### src/rtl/rv32_pkg.sv
// Shared RV32 constants: data width, register address width, ALU opcodes.
// Contents: XLEN, REG_ADDR_W, ALU_ADD, ALU_SUB.
// Purely declarative; no logic, no latency, no flow control.
package rv32_pkg;
   localparam int XLEN       = 32;
   localparam int REG_ADDR_W = 5;
   localparam logic ALU_ADD  = 1'b0;
   localparam logic ALU_SUB  = 1'b1;
endpackage

### src/rtl/operand_fetch_if.sv
// Handshake and data bus between decode/write-back and the operand-fetch stage.
// Ports: decode side (in_valid/in_ready, rs1, rs2, rd, alu_op), write-back (wb_en/wb_addr/wb_data),
//        flush, and ALU side (out_valid/out_ready, data_r1, data_r2, ALUControl, out_rd).
interface operand_fetch_if #(
   parameter int XLEN = 32
);
   import rv32_pkg::*;

   logic                  in_valid;
   logic                  in_ready;
   logic [REG_ADDR_W-1:0] rs1;
   logic [REG_ADDR_W-1:0] rs2;
   logic [REG_ADDR_W-1:0] rd;
   logic                  alu_op;
   logic                  wb_en;
   logic [REG_ADDR_W-1:0] wb_addr;
   logic [XLEN-1:0]       wb_data;
   logic                  flush;
   logic                  out_valid;
   logic                  out_ready;
   logic [XLEN-1:0]       data_r1;
   logic [XLEN-1:0]       data_r2;
   logic                  ALUControl;
   logic [REG_ADDR_W-1:0] out_rd;

   // Stage view
   modport slave (
      input  in_valid, rs1, rs2, rd, alu_op, wb_en, wb_addr, wb_data, flush, out_ready,
      output in_ready, out_valid, data_r1, data_r2, ALUControl, out_rd
   );

   // Environment view (decode, write-back and ALU combined)
   modport master (
      output in_valid, rs1, rs2, rd, alu_op, wb_en, wb_addr, wb_data, flush, out_ready,
      input  in_ready, out_valid, data_r1, data_r2, ALUControl, out_rd
   );
endinterface

### src/rtl/regfile_2r1w.sv
// Register file, NREGS x XLEN, two asynchronous read ports, one synchronous write port.
// Ports: clk, rst_n, ra1/rd1, ra2/rd2 (comb read), we/wa/wd (write at rising edge).
// x0 reads as zero and ignores writes; out-of-range addresses read zero and are not written.
module regfile_2r1w #(
   parameter int XLEN  = 32,
   parameter int NREGS = 32
) (
   input  logic                             clk,
   input  logic                             rst_n,
   input  logic [rv32_pkg::REG_ADDR_W-1:0]  ra1,
   output logic [XLEN-1:0]                  rd1,
   input  logic [rv32_pkg::REG_ADDR_W-1:0]  ra2,
   output logic [XLEN-1:0]                  rd2,
   input  logic                             we,
   input  logic [rv32_pkg::REG_ADDR_W-1:0]  wa,
   input  logic [XLEN-1:0]                  wd
);
   logic [XLEN-1:0] mem [NREGS];

   always_ff @(posedge clk or negedge rst_n) begin
      if (!rst_n) begin
         for (int i = 0; i < NREGS; i++) begin
            mem[i] <= '0;
         end
      end else if (we && wa != '0 && int'(wa) < NREGS) begin
         mem[wa] <= wd;
      end
   end

   // x0 is forced to zero on the read side so the storage slot never matters.
   assign rd1 = (ra1 == '0 || int'(ra1) >= NREGS) ? '0 : mem[ra1];
   assign rd2 = (ra2 == '0 || int'(ra2) >= NREGS) ? '0 : mem[ra2];
endmodule

### src/rtl/operand_fetch.sv
// Operand-fetch stage: reads rs1/rs2 from the register file and registers a bundle for the ALU.
// Ports: clk, rst_n, bus (operand_fetch_if.slave). Latency 1 cycle from accept to out_valid.
// Backpressure: in_ready = !out_valid || out_ready; bundle holds while out_ready=0; flush empties.
// Build option OPERAND_FETCH_BYPASS_EN: same-cycle write-back data forwarded into operands.
module operand_fetch #(
   parameter int XLEN  = rv32_pkg::XLEN,
   parameter int NREGS = 32
) (
   input  logic           clk,
   input  logic           rst_n,
   operand_fetch_if.slave bus
);
   import rv32_pkg::*;

   typedef enum logic {EMPTY = 1'b0, FULL = 1'b1} state_t;

   state_t          state;
   logic [XLEN-1:0] rf_rd1;
   logic [XLEN-1:0] rf_rd2;
   logic [XLEN-1:0] op1;
   logic [XLEN-1:0] op2;
   logic            accept;

   regfile_2r1w #(
      .XLEN  (XLEN),
      .NREGS (NREGS)
   ) u_regfile (
      .clk   (clk),
      .rst_n (rst_n),
      .ra1   (bus.rs1),
      .rd1   (rf_rd1),
      .ra2   (bus.rs2),
      .rd2   (rf_rd2),
      .we    (bus.wb_en),
      .wa    (bus.wb_addr),
      .wd    (bus.wb_data)
   );

`ifdef OPERAND_FETCH_BYPASS_EN
   // A write landing on this same edge would otherwise be missed by the async read.
   assign op1 = (bus.wb_en && bus.wb_addr == bus.rs1 && bus.rs1 != '0) ? bus.wb_data : rf_rd1;
   assign op2 = (bus.wb_en && bus.wb_addr == bus.rs2 && bus.rs2 != '0) ? bus.wb_data : rf_rd2;
`else
   assign op1 = rf_rd1;
   assign op2 = rf_rd2;
`endif

   assign bus.out_valid = (state == FULL);
   assign bus.in_ready  = !bus.out_valid || bus.out_ready;
   assign accept        = bus.in_valid && bus.in_ready && !bus.flush;

   always_ff @(posedge clk or negedge rst_n) begin
      if (!rst_n) begin
         state          <= EMPTY;
         bus.data_r1    <= '0;
         bus.data_r2    <= '0;
         bus.ALUControl <= ALU_ADD;
         bus.out_rd     <= '0;
      end else if (bus.flush) begin
         state <= EMPTY;
      end else begin
         if (accept) begin
            bus.data_r1    <= op1;
            bus.data_r2    <= op2;
            bus.ALUControl <= bus.alu_op;
            bus.out_rd     <= bus.rd;
         end
         case (state)
            EMPTY:   if (accept) state <= FULL;
            FULL:    if (!accept && bus.out_ready) state <= EMPTY;
            default: state <= EMPTY;
         endcase
      end
   end
endmodule

### src/flat_wrapper.sv
// flat-port wrapper written by rule: the top's interface ports become plain ports
module operand_fetch_flat import rv32_pkg::*;
#(
   parameter int XLEN  = rv32_pkg::XLEN,
   parameter int NREGS = 32
)
  (clk, rst_n, bus_in_valid, bus_rs1, bus_rs2, bus_rd, bus_alu_op, bus_wb_en, bus_wb_addr, bus_wb_data, bus_flush, bus_out_ready, bus_in_ready, bus_out_valid, bus_data_r1, bus_data_r2, bus_ALUControl, bus_out_rd);
  operand_fetch_if #(.XLEN(XLEN)) bus_i ();
  input  logic clk;
  input  logic rst_n;
  input wire logic [$bits(bus_i.in_valid)-1:0] bus_in_valid;
  input wire logic [$bits(bus_i.rs1)-1:0] bus_rs1;
  input wire logic [$bits(bus_i.rs2)-1:0] bus_rs2;
  input wire logic [$bits(bus_i.rd)-1:0] bus_rd;
  input wire logic [$bits(bus_i.alu_op)-1:0] bus_alu_op;
  input wire logic [$bits(bus_i.wb_en)-1:0] bus_wb_en;
  input wire logic [$bits(bus_i.wb_addr)-1:0] bus_wb_addr;
  input wire logic [$bits(bus_i.wb_data)-1:0] bus_wb_data;
  input wire logic [$bits(bus_i.flush)-1:0] bus_flush;
  input wire logic [$bits(bus_i.out_ready)-1:0] bus_out_ready;
  output wire logic [$bits(bus_i.in_ready)-1:0] bus_in_ready;
  output wire logic [$bits(bus_i.out_valid)-1:0] bus_out_valid;
  output wire logic [$bits(bus_i.data_r1)-1:0] bus_data_r1;
  output wire logic [$bits(bus_i.data_r2)-1:0] bus_data_r2;
  output wire logic [$bits(bus_i.ALUControl)-1:0] bus_ALUControl;
  output wire logic [$bits(bus_i.out_rd)-1:0] bus_out_rd;
  assign bus_i.in_valid = bus_in_valid;
  assign bus_i.rs1 = bus_rs1;
  assign bus_i.rs2 = bus_rs2;
  assign bus_i.rd = bus_rd;
  assign bus_i.alu_op = bus_alu_op;
  assign bus_i.wb_en = bus_wb_en;
  assign bus_i.wb_addr = bus_wb_addr;
  assign bus_i.wb_data = bus_wb_data;
  assign bus_i.flush = bus_flush;
  assign bus_i.out_ready = bus_out_ready;
  assign bus_in_ready = bus_i.in_ready;
  assign bus_out_valid = bus_i.out_valid;
  assign bus_data_r1 = bus_i.data_r1;
  assign bus_data_r2 = bus_i.data_r2;
  assign bus_ALUControl = bus_i.ALUControl;
  assign bus_out_rd = bus_i.out_rd;
  operand_fetch #(.XLEN(XLEN), .NREGS(NREGS)) u_core (.clk(clk), .rst_n(rst_n), .bus(bus_i));
endmodule
### config.mk
export PLATFORM = sky130hd
export DESIGN_NAME = operand_fetch_flat
export DESIGN_NICKNAME = d
export VERILOG_FILES = /design/src/rtl/rv32_pkg.sv /design/src/rtl/operand_fetch_if.sv /design/src/rtl/regfile_2r1w.sv /design/src/rtl/operand_fetch.sv /design/src/flat_wrapper.sv
export SDC_FILE = /design/constraint.sdc
export NUM_CORES = 2
export LEC_CHECK = 0
export CORE_MARGIN = 2
export CORE_UTILIZATION = 50
export CTS_BUF_LIST = sky130_fd_sc_hd__clkbuf_8 sky130_fd_sc_hd__clkbuf_16
export DETAILED_ROUTE_END_ITERATION = 8
export PLACE_DENSITY_LB_ADDON = 0.08
export SLEW_MARGIN = 15
export SYNTH_ARGS = -nofsm -noshare
export SYNTH_HDL_FRONTEND = slang
export SYNTH_SLANG_ARGS = --single-unit
### constraint.sdc
create_clock -name clk -period 3.4 [get_ports clk]
set_input_delay 0.51 -clock clk [delete_from_list [all_inputs] [get_ports clk]]
set_output_delay 0.51 -clock clk [all_outputs]
set_load 0.05 [all_outputs]
==> reports/results.tsv <==
stage	metric	value	unit
global_routing	met3 GRT Util	6.08	%
global_routing	met2 Use GR	50.4	%
global_routing	met1 GRT Util	44.3	%
clocking	Setup Fix Bufs, Post-CTS	0	
worst_setup_path	Crit Path Max Fanout	7	
clocking	TritonCTS clock tree	done	
worst_setup_path	cell chain of the critical path	nand2b_1, buf_4, clkdlybuf4s50_1	
floorplan	total core area	0.114	sq mm
sta	Tmin final	2700	ps
worst_setup_path	Worst setup EP type	output pin	
worst_setup_path	Critical Path RT	2890	ps
clocking	CTS buffer count	120	
layout	most frequent cells in the layout	mux2_2 (1362), dfrtp_1 (1095), mux4_2 (319)	
global_routing	Top Usage Layer GRT	met2	
route	post-route ant nets	0	
worst_setup_path	kind of critical path	reg -> out	
outcome	status	complete, no violations	
worst_setup_path	crit path launch type	register	
synthesis	Synth warnings	0	
floorplan	Std-Cell Rows	124	
floorplan	Chip Width	344	um
layout	ratio of cells with drive above 1 in the final layout	53.0	%
pwr	Switching Power	10900	uW
worst_setup_path	max incr delay on CP	830	ps
layout	Area Growth Syn to Fin	12.7	%
pwr	Sw Share	28.3	%
clocking	clock-pin slew on the worst setup and hold paths	60	ps
sta	final hold viol count	0	
sta	final worst-path cycle share	79.4	%
sta	Final Slew Violations	0	
route	Post-Route WL	190000	um
worst_setup_path	slowest cell on the critical path	clkdlybuf4s50_1	
sta	Final Setup Violations	0	
sta	Tightest Pin Transition	1180	ps
clocking	post-cts resize count	0	
synthesis	Top FF cell, synth	dfrtp_1	
synthesis	Mean Syn Cell Area	14.7	sq um
pwr	peak supply drop	0.403	mV
global_routing	vias in the first global route	39700	
sta	Fin Setup TNS	0	ps
floorplan	Die Area	0.118	sq mm
route	Wirelength per Cell	34.1	um
clocking	CTS max path bufs	3	
sta	Max Freq	370	MHz
clocking	# hold bufs at CTS	1	
floorplan	Ports	131	
global_routing	largest net degree at the start of global routing	85	
synthesis	register bit total from synthesis	1095	
synthesis	Synthesized Nets	3986	
global_routing	antenna violations before repair	13	
placed_design	dpl hpwl	116000	um
pwr	combinational share of power	21.2	%
layout	final non-filler cell total	5570	
synthesis	Netlist cell types	52	
global_routing	Total GRT Usage	32.3	%
sta	Max Clock Skew	28.9	ps
layout	commonest non-fill, non-tap cell in the layout	mux2_2	
clocking	clk_lat worst skew	720	ps
synthesis	async set or reset register ratio after synthesis	100	%
route	Via-to-Cell Ratio	6.72	
worst_setup_path	Critical Path AT	2190	ps
pwr	total power	38600	uW
pwr	Sequential Power Share	45.1	%
synthesis	EDFF count, synth	0	
sta	Max-slew headroom	21.4	%
pwr	leakage power	0.0285	uW
clocking	CTS root buffer	clkbuf_16	
placed_design	GPL Wtd Cong	0.848	
route	iteration-0 DRC count of the detailed router	3605	
floorplan	Starting Density	50.4	%
layout	fin nets	4015	
route	Via Count	37400	
global_routing	first-pass GRT wire length	277000	um
global_routing	GRT overflow	0	
hold_path	Hold Path Class	in -> reg	
placed_design	PortBufs	130	
clocking	CTS sink count	1095	
route	Pre-antenna DRT Iters	5	
pwr	Pwr per Cell Area	593	mW/mm^2
sta	RSZ-0062 raised after global routing	no	
floorplan	Die Y-Extent	344	um
synthesis	register area share after synthesis	47.5	%
pwr	internal power	27700	uW
synthesis	Syn Inst Count	3927	
pwr	Clk pwr share	33.7	%
route	drt drc	0	
layout	fill count	8952	
flow_run	max-cap violation count	0	
clocking	H-tree Lvls	3	
synthesis	Post-Syn Area	0.0577	sq mm
placed_design	Inst Count DP	5345	
==> per-layer routing <==
metal  wire, um  up-vias
li1           -    15100
met4       9330       16
met3      14500      472
met5        109        -
met2      87900     1636
met1      77900    20200
==> kinds of logic (layout without fill, tap and decap cells) <==
logic type / Yosys count / count (layout) / share of synthesized area, %
AOI/OAI and AO/OA: 357 / 357 / 4.79
DFF: 1095 / 1095 / 47.5
muxes: 1822 / 1822 / 41.6
and+or+nand+nor: 218 / 218 / 1.76
other: 0 / 3 / 0
buffers and inverters: 435 / 563 / 4.30
==> synth_stat cells (3+ instances only) <==
master | count | area (sq um)
a2111oi_2 | 5 | 75.1
nand3b_1 | 4 | 30.0
o22ai_2 | 5 | 62.6
nand4b_1 | 4 | 35.0
nor3b_1 | 8 | 60.1
nand3_1 | 4 | 20.0
mux2_2 | 1362 | 15300
and3_1 | 3 | 18.8
nor3_1 | 3 | 15.0
mux2i_1 | 136 | 1360
buf_2 | 101 | 505
a22o_1 | 30 | 263
mux4_1 | 5 | 131
or3_1 | 3 | 18.8
clkbuf_4 | 5 | 37.5
a2111oi_1 | 25 | 250
nand4bb_1 | 4 | 45.0
clkbuf_1 | 173 | 649
mux4_2 | 319 | 7180
a211oi_1 | 32 | 240
nor2_1 | 111 | 417
buf_6 | 42 | 473
o31ai_1 | 3 | 22.5
a2111oi_0 | 32 | 280
a32o_1 | 32 | 320
buf_12 | 10 | 200
o22ai_1 | 179 | 1120
buf_4 | 56 | 420
dfrtp_1 | 1095 | 27400
buf_1 | 46 | 173
nand2b_1 | 3 | 18.8
nand2_1 | 49 | 184
or2_2 | 3 | 18.8
nor2b_1 | 9 | 56.3
==> power groups by stage <==
| stage | registers (uW) | logic [uW] | clock network, uW |
|---|---|---|---|
| 2_1_floorplan | 17300 | 5630 | 0 |
| 3_3_place_gp | 17200 | 7930 | 0 |
| 4_1_cts | 17300 | 8210 | 13200 |
| 3_5_place_dp | 17500 | 8170 | 0 |
| 5_1_grt | 17700 | 8690 | 13700 |
| 6_report | 17400 | 8170 | 13000 |
==> registers in the layout, summed over array words and instances (netlist names) <==
name	count
u_core.bus.out_rd	5
u_core.bus.out_valid	1
u_core.u_regfile.mem	1024
u_core.bus.data_r2	32
u_core.bus.ALUControl	1
u_core.bus.data_r1	32
==> through the flow <==
step	utilization (%)	instance area (sq um)	hold WS (ps)	setup slack, ps
floorplan	-	57700	214	1140
global placement	53.4	61000	377	492
detailed placement	53.4	61000	384	395
CTS	56.8	65000	305	645
global route	56.8	65000	363	642
finish	56.8	65000	358	701
==> cell type report <==
class                      count  area (sq um)  area share [%]
clock inverter                69           454           0.699
clock buffer                 152          3480            5.35
antenna                        3          7.51          0.0116
timing repair buffer         341          3690            5.68
inverter                       1          3.75         0.00578
tap                         1512          1890            2.91
sequential                  1095         27400            42.2
multi-input combinational   2397         28100            43.2
==> worst paths after layout <==
| check | from | to | slack (ps) | depth (start not counted) |
|---|---|---|---|---|
| min reg2reg | u_core.u_regfile.mem[1008]$_DFFE_PN0P_ | u_core.u_regfile.mem[1008]$_DFFE_PN0P_ | 400 | 0 |
| min in group asynchronous | rst_n | u_core.u_regfile.mem[1016]$_DFFE_PN0P_ | 550 | 2 |
| max in group asynchronous | rst_n | u_core.u_regfile.mem[430]$_DFFE_PN0P_ | 1810 | 3 |
| max reg2reg | u_core.u_regfile.mem[544]$_DFFE_PN0P_ | u_core.bus.data_r1[0]$_DFFE_PN0P_ | 1590 | 4 |
| max | u_core.bus.out_valid$_DFF_PN0_ | bus_in_ready | 700 | 3 |
| min | bus_flush | u_core.bus.out_valid$_DFF_PN0_ | 360 | 2 |
==> critical path: cells and delay by family, from the launching register on <==
family / cells / cell delay (ps)
and+or+nand+nor: 1 / 70
buffers and inverters: 2 / 1030
DFF: 1 / 370
No activity file was read; power rests on OpenSTA's default activity.
